--- src/rtl/regfile_wb_scheduler_pkg.sv ---
// Shared types for the register-file write-port scheduler.
// Register index and data widths, r0 constant, MDU FIFO entry.
package regfile_wb_scheduler_pkg;

  localparam int REG_W  = 5;
  localparam int DATA_W = 32;

  localparam logic [REG_W-1:0] REG_ZERO = '0;

  typedef struct packed {
    logic [REG_W-1:0]  rd;
    logic [DATA_W-1:0] data;
  } mdu_entry_t;

endpackage

--- src/rtl/regfile_wb_fifo.sv ---
// DEPTH-entry synchronous FIFO buffering MDU results.
// Pointers wrap naturally because DEPTH is a power of two.
module regfile_wb_fifo
  import regfile_wb_scheduler_pkg::*;
#(
  parameter int DEPTH = 2
) (
  input  logic                   clk,
  input  logic                   reset,
  input  logic                   push,
  input  logic                   pop,
  input  mdu_entry_t             wdata,
  output mdu_entry_t             head,
  output logic                   full,
  output logic                   empty,
  output logic [$clog2(DEPTH):0] count
);

  localparam int AW = $clog2(DEPTH);

  mdu_entry_t    mem [DEPTH];
  logic [AW-1:0] wptr;
  logic [AW-1:0] rptr;
  logic          do_push;
  logic          do_pop;

  assign full    = (count == (AW+1)'(DEPTH));
  assign empty   = (count == '0);
  assign do_push = push && !full;
  assign do_pop  = pop && !empty;
  assign head    = mem[rptr];

  always_ff @(posedge clk) begin
    if (do_push) mem[wptr] <= wdata;
  end

  always_ff @(posedge clk or posedge reset) begin
    if (reset) begin
      wptr  <= '0;
      rptr  <= '0;
      count <= '0;
    end else begin
      if (do_push) wptr <= wptr + AW'(1);
      if (do_pop)  rptr <= rptr + AW'(1);
      count <= count
             + {{AW{1'b0}}, do_push}
             - {{AW{1'b0}}, do_pop};
    end
  end

endmodule

--- src/rtl/regfile_wb_scheduler.sv ---
// Write-port arbiter (WB over MDU FIFO) and MDU scoreboard.
// Optional REGFILE_SB_EARLY_CLEAR_EN: stall drops in the pop cycle.
module regfile_wb_scheduler
  import regfile_wb_scheduler_pkg::*;
#(
  parameter int DEPTH = 2
) (
  input  logic                   clk,
  input  logic                   reset,
  input  logic                   id_valid,
  input  logic [4:0]             id_rs,
  input  logic [4:0]             id_rt,
  input  logic                   id_rs_used,
  input  logic                   id_rt_used,
  input  logic [4:0]             id_rd,
  input  logic                   id_rd_we,
  input  logic                   id_mdu,
  output logic                   stall,
  input  logic                   wb_we,
  input  logic [4:0]             wb_rd,
  input  logic [31:0]            wb_data,
  input  logic                   mdu_valid,
  input  logic [4:0]             mdu_rd,
  input  logic [31:0]            mdu_data,
  output logic                   mdu_ready,
  output logic                   rf_we,
  output logic [4:0]             rf_waddr,
  output logic [31:0]            rf_wdata,
  output logic [31:0]            busy_vec,
  output logic [$clog2(DEPTH):0] pending
);

  mdu_entry_t  head;
  logic        full;
  logic        empty;
  logic        push;
  logic        pop;
  logic        wb_win;
  logic [31:0] pop_mask;
  logic [31:0] set_mask;
  logic [31:0] busy_eff;
  logic        hz_rs;
  logic        hz_rt;
  logic        hz_rd;

  assign mdu_ready = !full;
  assign push      = mdu_valid && !full;
  assign wb_win    = wb_we && (wb_rd != REG_ZERO);
  assign pop       = !empty && !wb_win;

  regfile_wb_fifo #(.DEPTH(DEPTH)) u_fifo (
    .clk   (clk),
    .reset (reset),
    .push  (push),
    .pop   (pop),
    .wdata ('{rd: mdu_rd, data: mdu_data}),
    .head  (head),
    .full  (full),
    .empty (empty),
    .count (pending)
  );

  always_comb begin
    rf_we    = 1'b0;
    rf_waddr = REG_ZERO;
    rf_wdata = '0;
    unique case (1'b1)
      wb_win: begin
        rf_we    = 1'b1;
        rf_waddr = wb_rd;
        rf_wdata = wb_data;
      end
      pop: begin
        rf_we    = 1'b1;
        rf_waddr = head.rd;
        rf_wdata = head.data;
      end
      default: ;
    endcase
  end

  assign pop_mask = pop ? (32'd1 << head.rd) : '0;

`ifdef REGFILE_SB_EARLY_CLEAR_EN
  assign busy_eff = busy_vec & ~pop_mask;
`else
  assign busy_eff = busy_vec;
`endif

  assign hz_rs = id_rs_used && (id_rs != REG_ZERO) && busy_eff[id_rs];
  assign hz_rt = id_rt_used && (id_rt != REG_ZERO) && busy_eff[id_rt];
  assign hz_rd = id_rd_we && (id_rd != REG_ZERO) && busy_eff[id_rd];
  assign stall = id_valid && (hz_rs || hz_rt || hz_rd);

  assign set_mask = (id_valid && id_mdu && id_rd_we && !stall
                     && id_rd != REG_ZERO)
                  ? (32'd1 << id_rd) : '0;

  // Set is applied after clear so a same-cycle re-issue keeps the bit.
  always_ff @(posedge clk or posedge reset) begin
    if (reset) busy_vec <= '0;
    else       busy_vec <= ((busy_vec & ~pop_mask) | set_mask) & ~32'd1;
  end

endmodule

--- config.mk ---
export PLATFORM = sky130hd
export DESIGN_NAME = regfile_wb_scheduler
export DESIGN_NICKNAME = d
export VERILOG_FILES = /design/src/rtl/regfile_wb_scheduler_pkg.sv /design/src/rtl/regfile_wb_fifo.sv /design/src/rtl/regfile_wb_scheduler.sv
export SDC_FILE = /design/constraint.sdc
export NUM_CORES = 1
export LEC_CHECK = 0
export CAP_MARGIN = 20
export CORE_ASPECT_RATIO = 1.75
export CORE_MARGIN = 5
export CORE_UTILIZATION = 30
export CTS_CLUSTER_SIZE = 10
export DETAILED_ROUTE_END_ITERATION = 7
export REMOVE_ABC_BUFFERS = 1
export SYNTH_ARGS = -nofsm -noshare
export SYNTH_HDL_FRONTEND = slang
export SYNTH_SLANG_ARGS = --single-unit
--- constraint.sdc ---
create_clock -name clk -period 2.4 [get_ports clk]
set_input_delay 0.24 -clock clk [delete_from_list [all_inputs] [get_ports clk]]
set_output_delay 0.24 -clock clk [all_outputs]
set_load 0.03 [all_outputs]
==> flow_summary.ini <==
[clock_network]
ctsHoldBuffers = 0
path_clk_slew_ns = 0.08
cts-root-buf = clkbuf_16
clock_latency_ns = 0.35
clock-sinks = 109
clockBufferDepth = 2
cts_made_buffers = 9
tritoncts = yes
htreeDepth = 3

[synthesis]
ys_ff_latch = 109
synth_area_um2 = 5950
ys.warnings.count = 0
synth_top_area_share = 0.374
synth_common_cells = edfxtp_1, nand2_1, o31ai_1
ys_seq_area_frac = 0.521
synth-edff-count = 74
yosysTopAreaCell = edfxtp_1
synthesis.instances = 507
ys_async_sr_fraction = 0.321
yosysMostFrequentCell = edfxtp_1
ys_top_cells_by_area = edfxtp_1, dfrtp_1, mux2i_1
syn_area_per_cell_um2 = 11.7
synthFlopType = edfxtp_1
yosys.cell_types.count = 50

[floorplan]
die_w_um = 116
die_h_um = 196
dieArea_um2 = 22900
num_io_pins = 172
start_util = 0.303
rows = 68
core_um2 = 19700

[final_layout]
nFillCells = 1742
multi_input_area_um2 = 3360
finalNetCount = 853
drive_above_1_share = 0.342
syn2layout_area_growth_pct = 66.5
fin_area_um2 = 9900
register_area_um2 = 3110
stdcell_count = 1003
diodes = 0

[timing]
relSlewSlack = 0.620
max_freq_mhz = 373
rsz0062_at_grt = true
post-route-period-util = 1.12
hold_ws_ns = 0.308
fin_skew_ns = 0.00709
worst_pin_slew_ns = 0.570
slew_viol_final = 0
final-hold-violation-count = 0
setup_violations = 6
worst_slack_ns = -0.284
post-route-min-period_ns = 2.68

[detailed_routing]
avgRoutedWirePerCell_um = 21.7
drtIter0Drc = 272
dr.pass1.iters = 5
drcViolationCount = 0
antenna_left = 0
vias_per_cell = 5.38
vias = 5400
wirelength_mm = 21.8

[global_routing]
grt_use_total = 0.184
antenna_found_initial = 0
grt_pass1_vias = 5822
grt_pass1_wl_mm = 32.2
grt-ovfl-total = 0
grt_max_degree = 38

[flow_run]
drv_cap = 0

[placed_design]
dp_hpwl_mm = 16.0
gp_congestion = 0.958
placed_cells = 962
place_ws_ns = -0.603
port_buffers = 170
dpl_cell_area_um2 = 8360

[worst_setup_path]
arrival_ns = 2.44
r2r_cells = 8
worst_setup_path_start_kind = register
worstSetupPathType = register to output port
crit_required_ns = 2.16
cp-end-kind = output port
crit_fanout = 4

[outcome]
status = finished, violations left
violations = setup timing

[power]
p_leak_nw = 3.91
ir_drop_v = 0.000587
powerDensity_nw_per_um2 = 855
finalPower_mw = 8.47

[min_path]
min_path_type = input pin to async pin
## report_power, final
part / leakage [nW] / internal, mW / switching (mW)
combinational: 2.62 / 1.84 / 2.37
clock: 0.147 / 0.742 / 0.740
sequential: 1.15 / 2.49 / 0.293
## routing by layer
| layer | GRT usage | vias to the layer above | routed length, µm |
|---|---|---|---|
| met5 | 0 | - | 0 |
| met1 | 0.192 | 2647 | 7270 |
| met4 | 0.0804 | 0 | 988 |
| met2 | 0.347 | 237 | 12100 |
| li1 | - | 2460 | - |
| met3 | 0.0336 | 56 | 1420 |
## critical path: stages (launching register included)
cell and delay, ns:
dfrtp_2 0.47, mux4_2 0.47, mux2i_1 0.20, a2111oi_0 0.13
o31ai_1 0.11, o211ai_1 0.29, o21a_4 0.30, buf_12 0.13
## path summary, 6_finish.rpt
check	from	to	slack, ns
worst max-delay path	busy_vec[10]	stall	-0.28
worst min-delay path	reset	u_fifo.wptr	0.31
worst max register to register	busy_vec[10]	busy_vec[24]	-0.10
worst min register to register	u_fifo.wptr	u_fifo.wptr	0.56
max in group asynchronous	reset	busy_vec[10]	1.72
min in group clk	mdu_data[29]	u_fifo.mem[1][29]	0.47
## cell usage in the layout, fill, tap and decap left out, drive strengths merged, types with 3 or more instances in the layout
cell | synthesis | final
clkdlybuf4s50 | 0 | 124
buf | 18 | 135
dlygate4sd2 | 0 | 6
nand3 | 14 | 14
nor3 | 4 | 4
nand2 | 53 | 53
nand3b | 7 | 7
nor2b | 7 | 7
and3 | 5 | 5
inv | 11 | 15
o31ai | 48 | 48
a21oi | 9 | 9
or4 | 8 | 8
o41ai | 13 | 13
nor3b | 3 | 3
mux2i | 44 | 44
o21ai | 39 | 39
clkinv | 0 | 3
nor2 | 20 | 20
nand2b | 9 | 9
mux2 | 8 | 8
edfxtp | 74 | 74
and2 | 5 | 5
dfrtp | 35 | 35
xnor2 | 4 | 4
nand4 | 4 | 4
a32oi | 4 | 4
clkbuf | 21 | 12
mux4 | 16 | 16
bufbuf | 0 | 4
## flip-flops by register name, indices dropped and copies added (netlist names)
register	flops
busy_vec	31
u_fifo.count	2
u_fifo.wptr	1
u_fifo.rptr	1
u_fifo.mem	74
## what timing repair did
item                       in CTS  in global routing
gates cloned                    5                  5
setup endpoints to repair      62                 34
buffers inserted                9                 10
pin swaps                      39                 32
resized for setup             116                 49
## stage by stage
step                utilization  setup TNS (ns)
floorplan                     -          -59.67
global placement          0.426          -17.62
detailed placement        0.426          -17.01
CTS                       0.479          -0.292
global route              0.504           -2.78
finish                    0.504          -0.617
## layout make-up
cell class                      count  area share
Timing Repair Buffer              274       0.282
Clock inverter                      7     0.00771
Sequential cell                   109       0.314
Tap cell                          245      0.0310
Clock buffer                        9      0.0227
Inverter                           11     0.00417
Multi-Input combinational cell    348       0.339
## logic make-up after synthesis
| group | count (synthesis) | share of synthesized area |
|---|---|---|
| buffers and inverters | 50 | 0.0402 |
| other | 1 | 0.000630 |
| AO/OA/AOI/OAI | 130 | 0.159 |
| AND/OR/NAND/NOR | 143 | 0.120 |
| XOR/XNOR | 4 | 0.00589 |
| adder cells (fa/ha/maj) | 2 | 0.00421 |
| multiplexers | 68 | 0.150 |
| flip-flops | 109 | 0.521 |
Power figures use the tool's default switching activity.
